===== config.mk =====
export PLATFORM = sky130hd
export DESIGN_NAME = pipe_stage_buf
export DESIGN_NICKNAME = d
export VERILOG_FILES = /design/src/rtl/pipe_pkg.sv /design/src/rtl/pipe_sat_cnt.sv /design/src/rtl/pipe_stage_buf.sv
export SDC_FILE = /design/constraint.sdc
export NUM_CORES = 1
export LEC_CHECK = 0
export BUFFER_PORTS_ARGS = -buffer_cell sky130_fd_sc_hd__buf_2
export CAP_MARGIN = 30
export CORE_MARGIN = 1
export CORE_UTILIZATION = 46
export CTS_CLUSTER_SIZE = 16
export DETAILED_ROUTE_END_ITERATION = 8
export GPL_ROUTABILITY_DRIVEN = 0
export PLACE_DENSITY = 0.84
export SYNTH_ARGS = -nofsm -noshare
export SYNTH_HDL_FRONTEND = slang
export SYNTH_SLANG_ARGS = --single-unit

===== constraint.sdc =====
create_clock -name clk_i -period 3.9 [get_ports clk_i]
set_input_delay 0.39 -clock clk_i [delete_from_list [all_inputs] [get_ports clk_i]]
set_output_delay 0.39 -clock clk_i [all_outputs]
set_load 0.02 [all_outputs]

===== src/rtl/pipe_pkg.sv =====
// Shared pipeline definitions: per-stage payload widths, Op encoding and packed
// payload structs so every stage packs and unpacks its buffer fields identically.
package pipe_pkg;

  localparam int IFID_W  = 64;
  localparam int IDEX_W  = 146;
  localparam int EXMEM_W = 72;
  localparam int MEMWB_W = 40;

  typedef enum logic [2:0] {
    OP_NOP    = 3'd0,
    OP_ALU    = 3'd1,
    OP_ALUI   = 3'd2,
    OP_LOAD   = 3'd3,
    OP_STORE  = 3'd4,
    OP_BRANCH = 3'd5,
    OP_JAL    = 3'd6,
    OP_JALR   = 3'd7
  } op_e;

  typedef struct packed {
    logic [31:0] pc;
    logic [31:0] inst;
  } ifid_t;

  typedef struct packed {
    logic [31:0] inst;
    logic [31:0] rs1_data;
    logic [31:0] rs2_data;
    logic [31:0] imm;
    logic [4:0]  rs1;
    logic [4:0]  rs2;
    logic [4:0]  rd;
    op_e         op;
  } idex_t;

  typedef struct packed {
    logic [31:0] alu_result;
    logic [31:0] rs2_data;
    logic [4:0]  rd;
    op_e         op;
  } exmem_t;

  typedef struct packed {
    logic [31:0] wb_data;
    logic [4:0]  rd;
    op_e         op;
  } memwb_t;

  // Stores and branches never write the register file; everything else except NOP does.
  function automatic logic op_writes_rd(input op_e op);
    return !(op inside {OP_NOP, OP_STORE, OP_BRANCH});
  endfunction

endpackage


===== src/rtl/pipe_sat_cnt.sv =====
// Parametrised saturating up-counter with increment enable and asynchronous
// active-low clear; holds at all-ones once reached.
module pipe_sat_cnt
  import pipe_pkg::*;
#(
  parameter int W = 16
) (
  input  logic         clk_i,
  input  logic         rst_i,
  input  logic         inc_i,
  output logic [W-1:0] cnt_o
);

  localparam logic [W-1:0] CNT_MAX = {W{1'b1}};
  localparam logic [W-1:0] CNT_ONE = {{(W-1){1'b0}}, 1'b1};

  logic [W-1:0] cnt_q;
  logic [W-1:0] cnt_d;

  always_comb begin
    cnt_d = cnt_q;
    if (inc_i && (cnt_q != CNT_MAX)) begin
      cnt_d = cnt_q + CNT_ONE;
    end
  end

  always_ff @(posedge clk_i or negedge rst_i) begin
    if (!rst_i) begin
      cnt_q <= '0;
    end else begin
      cnt_q <= cnt_d;
    end
  end

  assign cnt_o = cnt_q;

endmodule


===== src/rtl/pipe_stage_buf.sv =====
// Generic valid/ready pipeline stage register with stall, flush and bubble.
// Define PIPE_STAGE_BUF_SKID_EN for a two-entry (main + skid) variant with registered ready.
module pipe_stage_buf
  import pipe_pkg::*;
#(
  parameter int PAYLOAD_W = IDEX_W,
  parameter int CNT_W     = 16
) (
  input  logic                 clk_i,
  input  logic                 rst_i,
  input  logic                 in_valid_i,
  output logic                 in_ready_o,
  input  logic [PAYLOAD_W-1:0] in_data_i,
  output logic                 out_valid_o,
  input  logic                 out_ready_i,
  output logic [PAYLOAD_W-1:0] out_data_o,
  input  logic                 flush_i,
  input  logic                 bubble_i,
  output logic [CNT_W-1:0]     stall_cnt_o
);

  logic                 main_valid_q;
  logic                 main_valid_d;
  logic [PAYLOAD_W-1:0] main_data_q;
  logic [PAYLOAD_W-1:0] main_data_d;
  logic                 accept;
  logic                 xfer;
  logic                 main_free;

  assign accept    = in_valid_i & in_ready_o;
  assign xfer      = main_valid_q & out_ready_i;
  assign main_free = ~main_valid_q | out_ready_i;

`ifdef PIPE_STAGE_BUF_SKID_EN

  logic                 skid_valid_q;
  logic                 skid_valid_d;
  logic [PAYLOAD_W-1:0] skid_data_q;
  logic [PAYLOAD_W-1:0] skid_data_d;

  // Ready comes only from flops, so out_ready_i never reaches upstream combinationally.
  assign in_ready_o = ~skid_valid_q & ~bubble_i;

  always_comb begin
    main_valid_d = main_valid_q;
    main_data_d  = main_data_q;
    skid_valid_d = skid_valid_q;
    skid_data_d  = skid_data_q;
    if (skid_valid_q) begin
      if (main_free) begin
        main_valid_d = 1'b1;
        main_data_d  = skid_data_q;
        skid_valid_d = 1'b0;
      end
    end else if (accept) begin
      if (main_free) begin
        main_valid_d = 1'b1;
        main_data_d  = in_data_i;
      end else begin
        skid_valid_d = 1'b1;
        skid_data_d  = in_data_i;
      end
    end else if (xfer) begin
      main_valid_d = 1'b0;
    end
    // Flush kills valids only; data registers keep whatever was loaded.
    if (flush_i) begin
      main_valid_d = 1'b0;
      skid_valid_d = 1'b0;
    end
  end

  always_ff @(posedge clk_i or negedge rst_i) begin
    if (!rst_i) begin
      main_valid_q <= 1'b0;
      main_data_q  <= '0;
      skid_valid_q <= 1'b0;
      skid_data_q  <= '0;
    end else begin
      main_valid_q <= main_valid_d;
      main_data_q  <= main_data_d;
      skid_valid_q <= skid_valid_d;
      skid_data_q  <= skid_data_d;
    end
  end

`else

  assign in_ready_o = ~bubble_i & main_free;

  always_comb begin
    main_valid_d = main_valid_q;
    main_data_d  = main_data_q;
    if (accept) begin
      main_valid_d = 1'b1;
      main_data_d  = in_data_i;
    end else if (xfer) begin
      main_valid_d = 1'b0;
    end
    if (flush_i) begin
      main_valid_d = 1'b0;
    end
  end

  always_ff @(posedge clk_i or negedge rst_i) begin
    if (!rst_i) begin
      main_valid_q <= 1'b0;
      main_data_q  <= '0;
    end else begin
      main_valid_q <= main_valid_d;
      main_data_q  <= main_data_d;
    end
  end

`endif

  assign out_valid_o = main_valid_q;
  assign out_data_o  = main_data_q;

  pipe_sat_cnt #(
    .W(CNT_W)
  ) u_stall_cnt (
    .clk_i (clk_i),
    .rst_i (rst_i),
    .inc_i (main_valid_q & ~out_ready_i),
    .cnt_o (stall_cnt_o)
  );

endmodule

==> implementation parameters <==
Parameter                              Value

Status
  Result of the run ... complete, no violations

Worst setup path
  Worst path required time ... 4200 ps
  Cells along the critical path ... nor2b_4 -> nor3b_4 -> buf_12 -> mux2_2
  Critical-path cell with the highest stage delay ... sky130_fd_sc_hd__nor3b_4
  Critical path endpoint category ... flip-flop
  Critical setup path kind ... reg -> reg
  Startpoint type of the worst setup path ... flip-flop
  Critical path's largest stage delay ... 660 ps
  Biggest fanout along the worst timing path ... 56
  WP data arrival ... between 2000 and 3000 ps

Layout
  Final Net Count ... approximately 870
  Layout overhead on the synthesized area ... 33.77%
  Final Non-Filler Cells ... 914
  Fraction of layout instances using a drive strength above 1 ... 65.48%
  Number of fill cells ... 1093
  Number of diodes ... 0

Clock network
  Clock sink count ... between 150 and 200
  Clock Latency Late Sink ... 410 ps
  CTS HTree Levels ... 4
  Total CTS buffers ... 17
  Clk Tree Root Cell ... sky130_fd_sc_hd__clkbuf_16
  Post-CTS setup-driven buffer insertion count ... 0
  Clk slew on worst S/H paths ... around 70 ps
  CTS Buffer Depth ... 2
  Clock tree from TritonCTS ... yes

GRT
  Number of antenna violations at the first check in global routing ... 0
  Pin count of the biggest net entering global routing ... 88
  Global-route wire length before repair ... 23.23 mm
  Overall overflow remaining after global route ... 0
  Via count of the first global-routing pass ... ~4600
  Overall routing resource usage ... around a fifth

STA
  Setup Viol. Count Final ... 0
  Period utilisation layout ... between 50% and 60%
  Final Hold Fails ... 0
  Largest clock skew in the final design ... 12.34 ps
  Worst hold slack across all endpoints ... about 120 ps
  Remaining max-slew budget at the tightest pin ... 47.03%
  Final critical delay including setup and external delays ... 2202 ps
  Transition at the pin with the smallest max-transition slack ... approximately 790 ps
  Total negative slack ... 0 ps
  Unrepaired setup endpoints after global routing ... false
  Pins Over Slew Limit ... 0
  Highest clock rate ... 454.2 MHz

Drt
  Drt via density ... 4.857
  Via count of the routed design ... about 4400
  TritonRoute pass-1 iters ... 4
  Wire length per cell after detailed routing ... ~17 um
  DR iter-0 viols ... 190
  Remaining DRCs ... 0
  Final antenna-violating net count ... 0
  Total Routed Length ... 15.55 mm

Logic synthesis
  Post-synthesis area per instance ... 17.47 um^2
  Share of synthesized area occupied by flip-flops and latches ... about three fifths
  Library cells used by synthesis ... 31
  Warnings, synthesis ... 0
  Netlist Area Pre-Place ... roughly 0.0068 mm^2
  Ranking of synthesized cells by area ... sky130_fd_sc_hd__dfrtp_1, sky130_fd_sc_hd__mux2_4, sky130_fd_sc_hd__mux2_1
  Yosys top cell area share ... 59.86%
  Post-synthesis cell type with the largest combined area ... sky130_fd_sc_hd__dfrtp_1
  Flip-flop and latch count after synthesis ... between 150 and 200
  Synthesized net count ... approximately 540
  Synthesized instance count ... 390

Floorplan
  DIE HEIGHT ... between 100 and 150 um
  Placeable core region ... about 0.014 mm^2
  Die area ... approximately 0.015 mm^2
  Io pins ... roughly 320
  Die Wd ... between 100 and 150 um
  Row count ... 44
  Initial cell density of the core ... 47.06%

Placement
  Post-DP HPWL ... 11.45 mm
  Placed cell count ... slightly below 900
  Buffers added on ports ... 315

Power and ir drop
  Leakage dissipation ... 4.651 nW
  Pwr Density ... 559.4 mW/mm^2
  Worst supply voltage drop on vdd ... 0.3753 mV

Min path
  Worst Hold Class ... in -> reg

Job
  Maximum capacitance violations ... 0
area by class of cell:
cell class / count / area (um^2) / share of cell area, %
clock inverters: 10 / 145.1 / 1.592
clock buffers: 21 / 480.5 / 5.271
multi-input cells: 210 / 2459 / 26.97
inverters: 1 / 3.754 / 0.04118
well taps: 184 / 230.2 / 2.526
flip-flops and latches: 163 / 4079 / 44.75
repair buffers: 325 / 1718 / 18.85
kinds of logic (layout without fill, tap and decap cells):
logic type	count (synthesis)	count (layout)	synth area share, %
AOI/OAI and AO/OA	8	8	0.7160
and+or+nand+nor	41	41	3.581
xor gates and xnor gates	11	11	1.414
muxes	149	149	30.19
adders and majority gates	1	1	0.1836
buffers and inverters	17	357	4.058
DFF	163	163	59.86
synth_stat cells:
cell type / n
sky130_fd_sc_hd__dfrtp_1: 163
sky130_fd_sc_hd__mux2_4: 101
sky130_fd_sc_hd__mux2_1: 29
sky130_fd_sc_hd__mux2_2: 19
sky130_fd_sc_hd__buf_12: 11
sky130_fd_sc_hd__nor2_1: 8
sky130_fd_sc_hd__nand2_1: 7
sky130_fd_sc_hd__nand4_1: 7
sky130_fd_sc_hd__xnor2_1: 7
sky130_fd_sc_hd__nand3_1: 5
sky130_fd_sc_hd__buf_6: 4
sky130_fd_sc_hd__xor2_1: 4
sky130_fd_sc_hd__a21oi_1: 3
sky130_fd_sc_hd__and4_1: 3
sky130_fd_sc_hd__a31oi_1: 2
sky130_fd_sc_hd__nor3_1: 2
sky130_fd_sc_hd__a211oi_1: 1
sky130_fd_sc_hd__a21oi_2: 1
sky130_fd_sc_hd__and2_1: 1
sky130_fd_sc_hd__and3_1: 1
sky130_fd_sc_hd__and4b_1: 1
sky130_fd_sc_hd__buf_4: 1
sky130_fd_sc_hd__ha_1: 1
sky130_fd_sc_hd__inv_1: 1
sky130_fd_sc_hd__nand2b_1: 1
sky130_fd_sc_hd__nand4b_1: 1
sky130_fd_sc_hd__nor2b_4: 1
sky130_fd_sc_hd__nor3b_4: 1
sky130_fd_sc_hd__nor4_1: 1
sky130_fd_sc_hd__o21ai_0: 1
sky130_fd_sc_hd__or2_1: 1
registers in the layout, indices dropped and copies added, names as in the netlist:
signal             cells
out_data_o           146
u_stall_cnt.cnt_o     16
out_valid_o            1
worst max-delay path, delay by kind of cell (launching register included):
kind	cells	cell delay (ps)
muxes	1	390
buffers and inverters	1	400
and+or+nand+nor	2	820
DFF	1	400
per-layer routing:
layer | share of wire (%) | wire (um) | GRT usage, % | vias up
li1 | - | - | - | 2030
met1 | 38 | 5942 | 22.96 | 2195
met2 | 53 | 8265 | 36.04 | 195
met3 | 7.4 | 1143 | 5.907 | 19
met4 | 1.3 | 197 | 7.982 | 0
met5 | 0 | 0 | 0 | -
power breakdown:
group / total (W) / switching [W] / internal (W)
sequential: 0.00213 / 0.000169 / 0.00196
clock: 0.00175 / 0.000667 / 0.00108
combinational: 0.00122 / 0.000657 / 0.000564
total: 0.00510 / 0.00149 / 0.00360
what timing repair did:
item / in CTS / in global routing
hold buffers: 1 / 0
endpoints found under the setup margin: 0 / 0
resized for setup: 0 / 0
hold endpoints to repair: 24 / 0
cell usage in the layout, fill, tap and decap left out, types with 7 or more instances in the layout:
master / n
sky130_fd_sc_hd__buf_2: 314
sky130_fd_sc_hd__clkbuf_16: 17
sky130_fd_sc_hd__dfrtp_1: 163
sky130_fd_sc_hd__mux2_1: 29
sky130_fd_sc_hd__mux2_2: 19
sky130_fd_sc_hd__mux2_4: 101
sky130_fd_sc_hd__nand2_1: 7
sky130_fd_sc_hd__nand4_1: 7
sky130_fd_sc_hd__nor2_1: 8
sky130_fd_sc_hd__xnor2_1: 7
through the flow:
| stage | utilization [%] | cell area [um^2] | total power, W | worst slack, ps |
|---|---|---|---|---|
| floorplan | - | 6814 | 0.002911 | 2247 |
| global placement | 58.37 | 8452 | 0.003338 | 1687 |
| detailed placement | 58.56 | 8479 | 0.003384 | 1672 |
| CTS | 62.95 | 9115 | 0.005160 | 1679 |
| global route | 62.95 | 9115 | 0.005332 | 1578 |
| finish | 62.95 | 9115 | 0.005099 | 1698 |
final timing paths:
path | start | to | slack [ps] | cells past startpoint
min | flush_i | out_valid_o | 120 | 2
max in group asynchronous | rst_i | out_data_o[62] | 2800 | 3
min in group asynchronous | rst_i | out_data_o[30] | 410 | 2
min reg2reg | out_data_o[115] | out_data_o[115] | 480 | 1
max reg2reg | out_valid_o | out_data_o[130] | 1700 | 4
max | out_valid_o | out_data_o[130] | 1700 | 4
Power figures use the tool's default switching activity.
